`src/rtl/pat_det_arb_pkg.sv`:
```
// -----------------------------------------------------------------------------
// pat_det_arb_pkg
//   Shared types and constants for the round-robin pattern-detect arbiter.
//   - arb_state_t : arbiter FSM states (IDLE -> RUN -> FLUSH -> IDLE)
//   - det_state_t : one-hot detector states, named after the prefix matched
//   - PATTERN     : detected bit sequence, MSB is the first bit received
// -----------------------------------------------------------------------------
package pat_det_arb_pkg;

    typedef enum logic [1:0] {
        ST_IDLE  = 2'd0,
        ST_RUN   = 2'd1,
        ST_FLUSH = 2'd2
    } arb_state_t;

    typedef enum logic [5:0] {
        DS_RST  = 6'b000001,
        DS_1    = 6'b000010,
        DS_10   = 6'b000100,
        DS_101  = 6'b001000,
        DS_1011 = 6'b010000,
        DS_DET  = 6'b100000
    } det_state_t;

    localparam logic [4:0] PATTERN = 5'b10110;

endpackage

```
`src/rtl/pat_det_core.sv`:
```
// -----------------------------------------------------------------------------
// pat_det_core
//   Moore, non-overlapping detector for PATTERN (1-0-1-1-0, first bit first).
//   Ports:
//     clk_i   in  clock, rising edge
//     rst_i   in  synchronous active-high reset
//     clr_i   in  synchronous clear back to the idle state
//     in_i    in  serial data bit
//     valid_i in  qualifies in_i; low cycles hold the state
//     det_o   out high for the single cycle spent in DS_DET
// -----------------------------------------------------------------------------
module pat_det_core
    import pat_det_arb_pkg::*;
(
    input  logic clk_i,
    input  logic rst_i,
    input  logic clr_i,
    input  logic in_i,
    input  logic valid_i,
    output logic det_o
);

    det_state_t r_state;
    det_state_t w_next;

    // NOTE: w_next gets a default before the case so every path assigns it
    // and no latch is inferred; the default also recovers illegal encodings.
    always_comb begin
        w_next = DS_RST;
        case (r_state)
            // DS_DET always leaves after one cycle and restarts from idle,
            // which is what makes the detector non-overlapping.
            DS_RST, DS_DET: if (valid_i && in_i == PATTERN[4]) w_next = DS_1;
            DS_1:    w_next = !valid_i ? DS_1    : (in_i == PATTERN[3]) ? DS_10   : DS_1;
            DS_10:   w_next = !valid_i ? DS_10   : (in_i == PATTERN[2]) ? DS_101  : DS_RST;
            DS_101:  w_next = !valid_i ? DS_101  : (in_i == PATTERN[1]) ? DS_1011 : DS_10;
            DS_1011: w_next = !valid_i ? DS_1011 : (in_i == PATTERN[0]) ? DS_DET  : DS_1;
            default: w_next = DS_RST;
        endcase
    end

    // NOTE: state registers use non-blocking assignments so every flop
    // samples the pre-edge values regardless of block evaluation order.
    always_ff @(posedge clk_i) begin
        if (rst_i || clr_i) r_state <= DS_RST;
        else                r_state <= w_next;
    end

    assign det_o = (r_state == DS_DET);

endmodule

```
`src/rtl/pat_det_arb.sv`:
```
// -----------------------------------------------------------------------------
// pat_det_arb
//   Round-robin arbiter granting one serial channel at a time to a shared
//   1-0-1-1-0 pattern detector. A frame is FRAME_LEN accepted bits; dropping
//   the granted request aborts the frame. Every frame ends with one FLUSH
//   cycle that clears the detector and advances the round-robin pointer.
//   Optional per-channel saturating detection counters are built when the
//   macro PAT_DET_ARB_STATS_EN is defined; otherwise count_o is tied to 0.
//   Ports:
//     clk_i        in  clock, rising edge
//     rst_i        in  synchronous active-high reset
//     req_i        in  [N_REQ]  per-channel request, held for the frame
//     in_i         in  [N_REQ]  per-channel serial data
//     valid_i      in  [N_REQ]  per-channel bit qualifier
//     gnt_o        out [N_REQ]  one-hot grant (registered)
//     det_o        out          one-cycle detection pulse
//     det_ch_o     out [clog2]  channel that produced det_o
//     frame_done_o out          one-cycle pulse in FLUSH of a completed frame
//     busy_o       out          high in RUN and FLUSH
//     count_o      out [N_REQ*CNT_W] per-channel detection counts, ch0 in LSBs
// -----------------------------------------------------------------------------
module pat_det_arb
    import pat_det_arb_pkg::*;
#(
    parameter int N_REQ     = 4,
    parameter int FRAME_LEN = 16,
    parameter int CNT_W     = 8
) (
    input  logic                       clk_i,
    input  logic                       rst_i,
    input  logic [N_REQ-1:0]           req_i,
    input  logic [N_REQ-1:0]           in_i,
    input  logic [N_REQ-1:0]           valid_i,
    output logic [N_REQ-1:0]           gnt_o,
    output logic                       det_o,
    output logic [$clog2(N_REQ)-1:0]   det_ch_o,
    output logic                       frame_done_o,
    output logic                       busy_o,
    output logic [N_REQ*CNT_W-1:0]     count_o
);

    localparam int IDX_W = $clog2(N_REQ);
    localparam int BC_W  = $clog2(FRAME_LEN + 1);

    arb_state_t       r_state;
    logic [IDX_W-1:0] r_rr_ptr;
    logic [IDX_W-1:0] r_gnt_idx;
    logic [BC_W-1:0]  r_bit_cnt;
    logic [N_REQ-1:0] r_gnt;
    logic             r_frame_done;
    logic             r_busy;

    logic             w_req_g;
    logic             w_bit_ok;
    logic             w_clr;
    logic             w_det;
    logic [IDX_W-1:0] w_pick;

    // First requester at or after ptr, wrapping. Walking k downwards lets
    // the smallest offset overwrite the result last.
    function automatic logic [IDX_W-1:0] rr_pick(input logic [N_REQ-1:0] req,
                                                 input logic [IDX_W-1:0] ptr);
        logic [IDX_W-1:0] sel;
        int               idx;
        sel = ptr;
        for (int k = N_REQ - 1; k >= 0; k--) begin
            idx = (int'(ptr) + k) % N_REQ;
            if (req[idx]) sel = IDX_W'(idx);
        end
        return sel;
    endfunction

    assign w_pick   = rr_pick(req_i, r_rr_ptr);
    assign w_req_g  = req_i[r_gnt_idx];
    // A bit arriving on the edge where the request drops is discarded.
    assign w_bit_ok = (r_state == ST_RUN) && w_req_g && valid_i[r_gnt_idx];
    assign w_clr    = (r_state == ST_FLUSH);

    pat_det_core u_core (
        .clk_i   (clk_i),
        .rst_i   (rst_i),
        .clr_i   (w_clr),
        .in_i    (in_i[r_gnt_idx]),
        .valid_i (w_bit_ok),
        .det_o   (w_det)
    );

    always_ff @(posedge clk_i) begin
        if (rst_i) begin
            r_state      <= ST_IDLE;
            r_rr_ptr     <= '0;
            r_gnt_idx    <= '0;
            r_bit_cnt    <= '0;
            r_gnt        <= '0;
            r_frame_done <= 1'b0;
            r_busy       <= 1'b0;
        end else begin
            r_frame_done <= 1'b0;
            case (r_state)
                ST_IDLE: begin
                    if (|req_i) begin
                        r_gnt_idx <= w_pick;
                        r_gnt     <= N_REQ'(1) << w_pick;
                        r_bit_cnt <= '0;
                        r_busy    <= 1'b1;
                        r_state   <= ST_RUN;
                    end
                end
                ST_RUN: begin
                    if (!w_req_g) begin
                        r_gnt     <= '0;
                        r_bit_cnt <= '0;
                        r_state   <= ST_FLUSH;
                    end else if (w_bit_ok) begin
                        if (r_bit_cnt == BC_W'(FRAME_LEN - 1)) begin
                            r_gnt        <= '0;
                            r_bit_cnt    <= '0;
                            r_frame_done <= 1'b1;
                            r_state      <= ST_FLUSH;
                        end else begin
                            r_bit_cnt <= r_bit_cnt + BC_W'(1);
                        end
                    end
                end
                ST_FLUSH: begin
                    r_busy   <= 1'b0;
                    r_rr_ptr <= (r_gnt_idx == IDX_W'(N_REQ - 1)) ? '0
                                                                 : r_gnt_idx + IDX_W'(1);
                    r_state  <= ST_IDLE;
                end
                default: r_state <= ST_IDLE;
            endcase
        end
    end

    assign gnt_o        = r_gnt;
    assign det_o        = w_det;
    // r_gnt_idx is only updated on a new grant, so it still names the
    // channel during the FLUSH cycle where a final-bit detection shows up.
    assign det_ch_o     = r_gnt_idx;
    assign frame_done_o = r_frame_done;
    assign busy_o       = r_busy;

`ifdef PAT_DET_ARB_STATS_EN
    logic [N_REQ*CNT_W-1:0] r_count;

    always_ff @(posedge clk_i) begin
        if (rst_i) begin
            r_count <= '0;
        end else if (w_det) begin
            for (int c = 0; c < N_REQ; c++) begin
                if (r_gnt_idx == IDX_W'(c) &&
                    r_count[c*CNT_W +: CNT_W] != {CNT_W{1'b1}}) begin
                    r_count[c*CNT_W +: CNT_W] <= r_count[c*CNT_W +: CNT_W] + CNT_W'(1);
                end
            end
        end
    end

    assign count_o = r_count;
`else
    assign count_o = '0;
`endif

endmodule

```
`config.mk`:
```
export PLATFORM = sky130hd
export DESIGN_NAME = pat_det_arb
export DESIGN_NICKNAME = d
export VERILOG_FILES = /design/src/rtl/pat_det_arb_pkg.sv /design/src/rtl/pat_det_core.sv /design/src/rtl/pat_det_arb.sv
export SDC_FILE = /design/constraint.sdc
export NUM_CORES = 1
export LEC_CHECK = 0
export ABC_AREA = 0
export CAP_MARGIN = 10
export CORE_UTILIZATION = 46
export CTS_CLUSTER_SIZE = 16
export DETAILED_ROUTE_END_ITERATION = 10
export HOLD_SLACK_MARGIN = 0.1
export PLACE_DENSITY = 0.87
export SYNTH_ARGS = -nofsm -noshare
export SYNTH_HDL_FRONTEND = slang
export SYNTH_HIERARCHICAL = 1
export SYNTH_SLANG_ARGS = --single-unit
export TNS_END_PERCENT = 20
```
`constraint.sdc`:
```
create_clock -name clk_i -period 2.8 [get_ports clk_i]
set_clock_uncertainty 0.2 [all_clocks]
set_input_delay 0.56 -clock clk_i [delete_from_list [all_inputs] [get_ports clk_i]]
set_output_delay 0.56 -clock clk_i [all_outputs]
set_load 0.1 [all_outputs]
```
==> flow_metrics.py, run 1 <==
metrics = {
    "min_path": {
        "hold_path.class": "reg2reg",
    },
    "cells_and_area": {
        "final_util_pct": 52.83,
        "syn2layout_area_growth_pct": 8.562,
        "diodes": 0,
        "fin_cells": 247,
        "fin_nets": 218,
        "drive_gt1_share_pct": 15.92,
    },
    "logic_synthesis": {
        "synthTopCellsByArea": "dfxtp_1, buf_4, mux2i_1, a21oi_1, nand2_1",
        "syn_area_per_cell_um2": 9.092,
        "async_flop_share_pct": 0,
        "syn_inst": 180,
        "netlist_area_um2": 1637,
        "synth-edff-count": 0,
        "synth-seq-cells": 23,
        "yosysTopAreaCell": "dfxtp_1",
        "yosysUniqueCellTypes": 60,
        "ys_warn_count": 6,
        "yosysTopAreaCellShare_pct": 28.13,
        "netlist_top_cells_count": "buf_4, dfxtp_1, nand2_1, nor2_1, a21oi_1",
        "ys.flop_type": "dfxtp_1",
        "seq_area_frac_synth_pct": 28.13,
        "synth.most_common_cell": "buf_4",
    },
    "place": {
        "portBuffers": 22,
        "finalWeightedCongestion": 0.7452,
        "dp_hpwl_um": 2322,
        "place_ws_ps": 94.60,
        "dpl.cell_count": 243,
    },
    "power_and_ir_drop": {
        "vdd_drop_max_v": 0.0005041,
        "p_comb_share_pct": 46.0,
        "p_clk_share_pct": 15.7,
        "switching_share_pct": 48.25,
        "power_switching_uw": 462.5,
        "pwr_density_cell_nw_per_um2": 539.5,
        "p_int_uw": 496.1,
        "p_seq_share_pct": 38.3,
        "leakage_uw": 0.0007181,
    },
    "clock_network": {
        "cts_tree": "yes",
        "cts.sinks": 23,
        "root_buffer": "clkbuf_4",
        "cts-hold-fix-buffers": 0,
        "clock_latency_ps": 310,
        "clk_pin_slew_ps": 120,
        "cts.repair.resized": 0,
        "numCtsBuffers": 3,
        "htree_levels": 1,
        "cts_setup_buffers": 0,
        "clk_path_buf_depth": 2,
    },
    "worst_setup_path": {
        "crit_arrival_ps": 2460,
        "path_cells": "clkdlybuf4s50_1 -> mux2i_1 -> o22ai_4 -> and2_4 -> nand2b_1 -> o32a_1 -> nor3_1",
        "critPathLaunchType": "primary input",
        "end_kind": "flip-flop",
        "crit_type": "in2reg",
        "worst-endpoint-required_ps": 2840,
        "crit_family": "compound AO/OA/AOI/OAI gates",
        "crit_slowest_cell": "clkdlybuf4s50_1",
        "cp_max_fo": 10,
        "path_buf_inv": 1,
        "cpPeakStageDelay_ps": 580,
    },
    "run_status": {
        "status": "complete, no violations",
    },
    "timing": {
        "rsz0062_at_grt": "false",
        "fmax_mhz": 414.5,
        "fin_setup_tns_ps": 0,
        "fin_crit_ps": 2413,
        "setup_viol": 0,
        "hold_viol_final": 0,
        "worst_slack_ps": 387.2,
        "min_period_over_period_pct": 86.17,
        "slew_viol_final": 0,
    },
    "floorplan": {
        "core-area_um2": 3363,
        "row_count": 21,
        "die-area_um2": 3800,
        "io_pins": 55,
        "die_h_um": 61.65,
        "fp.dieW_um": 61.65,
        "start_util_pct": 48.66,
    },
    "grt": {
        "grt_max_degree": 15,
        "grt_antenna_before_repair": 0,
        "grt_pass1_vias": 1061,
        "overflow": 0,
        "grt_first_pass_wirelength_um": 4733,
        "track_usage_pct": 16.60,
    },
    "routing": {
        "drtAntennaViolNets": 0,
        "wl_per_cell_um": 12.20,
        "drtIter0Drc": 66,
        "vias": 1247,
        "drc": 0,
        "vias_per_cell": 5.049,
        "dr.pass1.iters": 4,
        "routed_wl_um": 3013,
    },
    "flow_run": {
        "drv_cap": 0,
    },
}
layer usage:
metal	global-route usage [%]	wire [um]
met1	20.33	1284
met2	29.03	1581
met3	5.042	138
met4	2.857	8
met5	0	0
worst register-to-register path, delay by kind of cell, from the launching register on:
family                 cells  cell delay [ps]
multiplexers               1              650
flip-flops                 1              540
AO/OA/AOI/OAI              2              410
buffers and inverters      1               60
AND/OR/NAND/NOR            1              240
registers in the layout (all words and copies together) (netlist names):
signal,flops
busy_o,1
det_ch_o,2
frame_done_o,1
gnt_o,4
r_bit_cnt,5
r_rr_ptr,2
r_state,2
u_core/r_state,6
power by group through the flow:
stage	Clock [uW]	Combinational, uW	Sequential, uW
after global routing	169	463	370
after CTS	155	439	367
after detailed placement	0	437	374
final	151	441	367
after global placement	0	433	374
after floorplan	0	351	432
worst paths after layout:
path / startpoint / endpoint / slack, ps / depth (start not counted)
worst max register to register: det_ch_o[0] / u_core/r_state[0] / 620 / 5
worst max-delay path: req_i[3] / u_core/r_state[2] / 390 / 7
worst min register to register: r_bit_cnt[4] / r_bit_cnt[4] / 250 / 2
worst min-delay path: r_bit_cnt[4] / r_bit_cnt[4] / 250 / 2
area by class of cell:
type                            count  area (um2)
Fill cell                         324        1587
Sequential cell                    23       460.4
Timing Repair Buffer               25       220.2
Inverter                            7       26.28
Clock buffer                        4       26.28
Tap cell                           46       57.56
Multi-Input combinational cell    142       985.9
metrics by stage:
stage | total power [uW] | hold slack, ps | area [um2]
global route | 1002 | 297.8 | 1777
detailed placement | 811.6 | 244.2 | 1750
finish | 958.5 | 253.7 | 1777
floorplan | 782.9 | 221.7 | 1753
global placement | 806.7 | 232.6 | 1750
CTS | 961.4 | 261.4 | 1777
layout by cell type (no fill, tap or decap), types with 2 or more instances in the layout:
| cell | synthesis | layout |
|---|---|---|
| a21oi_1 | 9 | 9 |
| and4b_1 | 2 | 2 |
| buf_4 | 33 | 12 |
| clkbuf_4 | 0 | 3 |
| clkdlybuf4s50_1 | 0 | 13 |
| conb_1 | 1 | 32 |
| dfxtp_1 | 23 | 23 |
| ha_1 | 2 | 2 |
| inv_1 | 7 | 7 |
| mux2i_1 | 5 | 5 |
| nand2_1 | 12 | 12 |
| nand2_2 | 2 | 2 |
| nand2b_1 | 2 | 2 |
| nand3b_1 | 3 | 3 |
| nand4b_1 | 3 | 3 |
| nor2_1 | 12 | 12 |
| nor2b_1 | 2 | 2 |
| nor3_1 | 6 | 6 |
| nor4_1 | 2 | 2 |
| o21a_1 | 3 | 3 |
| o21ai_0 | 2 | 2 |
| o22a_1 | 2 | 2 |
| o22ai_1 | 2 | 2 |
| o2bb2ai_1 | 2 | 2 |
| xnor2_1 | 2 | 2 |
| xor2_1 | 3 | 3 |
logic make-up (layout without fill, tap and decap cells):
group,Yosys count,count (layout),synth area share [%]
XOR/XNOR,6,6,3.670
multiplexers,7,7,6.040
buffers and inverters,46,36,18.73
AND/OR/NAND/NOR,56,56,19.42
adder cells (fa/ha/maj),2,2,1.529
AO/OA/AOI/OAI,39,39,22.25
flip-flops,23,23,28.13
other,1,32,0.2291
(Power assumes the default switching activity.)
==> run 2, diff against run 1 <==
--- a/constraint.sdc
+++ b/constraint.sdc
@@ -4,2 +4,2 @@
 set_output_delay 0.56 -clock clk_i [all_outputs]
-set_load 0.1 [all_outputs]
+set_load 0.02 [all_outputs]
==> flow_metrics.py, run 2 (same netlist as run 1, synthesis figures left out) <==
metrics = {
    "grt": {
        "overflow": 0,
        "grt_max_degree": 15,
        "grt_first_pass_wirelength_um": 4429,
        "grt_pass1_vias": 1047,
        "grt_antenna_before_repair": 0,
        "track_usage_pct": 15.30,
    },
    "power_and_ir_drop": {
        "leakage_uw": 0.0007015,
        "pwr_density_cell_nw_per_um2": 416.8,
        "power.total_uw": 749.9,
        "vdd_drop_max_v": 0.0005329,
    },
    "timing": {
        "hold_viol_final": 0,
        "rsz0062_at_grt": "false",
        "fin_crit_ps": 2544,
        "setup_viol": 0,
        "worst_slack_ps": 255.7,
        "fin_setup_tns_ps": 0,
        "slew_viol_final": 0,
        "min_period_over_period_pct": 90.87,
        "fmax_mhz": 393.0,
    },
    "routing": {
        "routed_wl_um": 2823,
        "vias": 1233,
        "drtIter0Drc": 63,
        "drtAntennaViolNets": 0,
        "vias_per_cell": 4.992,
        "wl_per_cell_um": 11.43,
        "drc": 0,
        "dr.pass1.iters": 4,
    },
    "cells_and_area": {
        "top_register": "u_core/r_state",
        "fin_nets": 218,
        "final_cell_mix": "conb_1, dfxtp_1, clkdlybuf4s50_1, nand2_1, nor2_1",
        "syn2layout_area_growth_pct": 9.939,
        "drive_gt1_share_pct": 11.44,
        "multi_input_area_um2": 985.9,
        "fillCellCount": 320,
        "regArea_um2": 460.4,
        "final_common_cell": "conb_1",
        "fin_cells": 247,
        "diodes": 0,
        "largest_reg_flops": 6,
    },
    "min_path": {
        "hold_path.class": "reg2reg",
    },
    "worst_setup_path": {
        "crit_arrival_ps": 1780,
        "crit_type": "reg2out",
        "critPathLaunchType": "flip-flop",
        "cp_max_fo": 7,
        "end_kind": "output pin",
        "worst-endpoint-required_ps": 2040,
    },
    "flow_run": {
        "drv_cap": 0,
    },
    "floorplan": {
        "io_pins": 55,
        "die_h_um": 61.65,
        "fp.dieW_um": 61.65,
        "start_util_pct": 48.66,
        "row_count": 21,
        "core-area_um2": 3363,
        "die-area_um2": 3800,
    },
    "clock_network": {
        "cts_tree": "yes",
        "clk_pin_slew_ps": 110,
        "clk_path_buf_depth": 2,
        "htree_levels": 1,
        "cts.repair.resized": 0,
        "clock_latency_ps": 300,
        "numCtsBuffers": 3,
        "cts-hold-fix-buffers": 0,
        "cts_setup_buffers": 0,
        "root_buffer": "clkbuf_4",
        "cts.sinks": 23,
    },
    "place": {
        "dpl.cell_count": 243,
        "finalWeightedCongestion": 0.7567,
        "dp_hpwl_um": 2244,
        "portBuffers": 22,
        "place_ws_ps": 105.8,
    },
    "run_status": {
        "status": "complete, no violations",
    },
}
run 2: path summary, 6_finish.rpt:
path                                        start                 to  slack (ps)  cells after the start
worst max-delay path            u_core/r_state[3]              det_o         260                      3
worst min-delay path                       busy_o             busy_o         260                      2
worst max register to register        det_ch_o[0]  u_core/r_state[0]         620                      5
worst min register to register             busy_o             busy_o         260                      2
run 2: metrics by stage:
| stage | util, % | area, um2 | hold slack, ps |
|---|---|---|---|
| 4_1_cts | 53.50 | 1799 | 268.3 |
| 3_3_place_gp | 52.72 | 1773 | 232.8 |
| 5_1_grt | 53.50 | 1799 | 284.4 |
| 6_report | 53.50 | 1799 | 264.8 |
| 2_1_floorplan | - | 1753 | 221.7 |
| 3_5_place_dp | 52.72 | 1773 | 239.6 |
run 2: routing by layer:
layer	up-vias	GRT usage, %	part of all wire (%)
li1	624	-	-
met1	571	18.56	42
met2	36	28.42	53
met3	2	3.782	4.7
met4	0	0.9524	0.28
met5	-	0	0
run 2: layout make-up:
class,instances,area share (%)
multi-input combinational,142,54.80
inverter,7,1.460
clock buffer,4,1.460
timing repair buffer,25,13.49
sequential,23,25.59
tap,46,3.199
run 2: worst max-delay path: stages, from the launching register on:
cell	delay, ps
dfxtp_1	400
nor2_1	270
and4b_1	220
clkdlybuf4s50_1	590
run 2: power breakdown:
group          switching, uW  total, uW  internal, uW
logic                    140        238          98.5
clock network           90.2        146          55.5
registers               20.6        366           345
==> run 3, diff against run 2 <==
Settings changed: GPL_TIMING_DRIVEN set to 1.
==> results of run 3 <==
The final DEF is identical to that of run 2; final timing and power are the same.
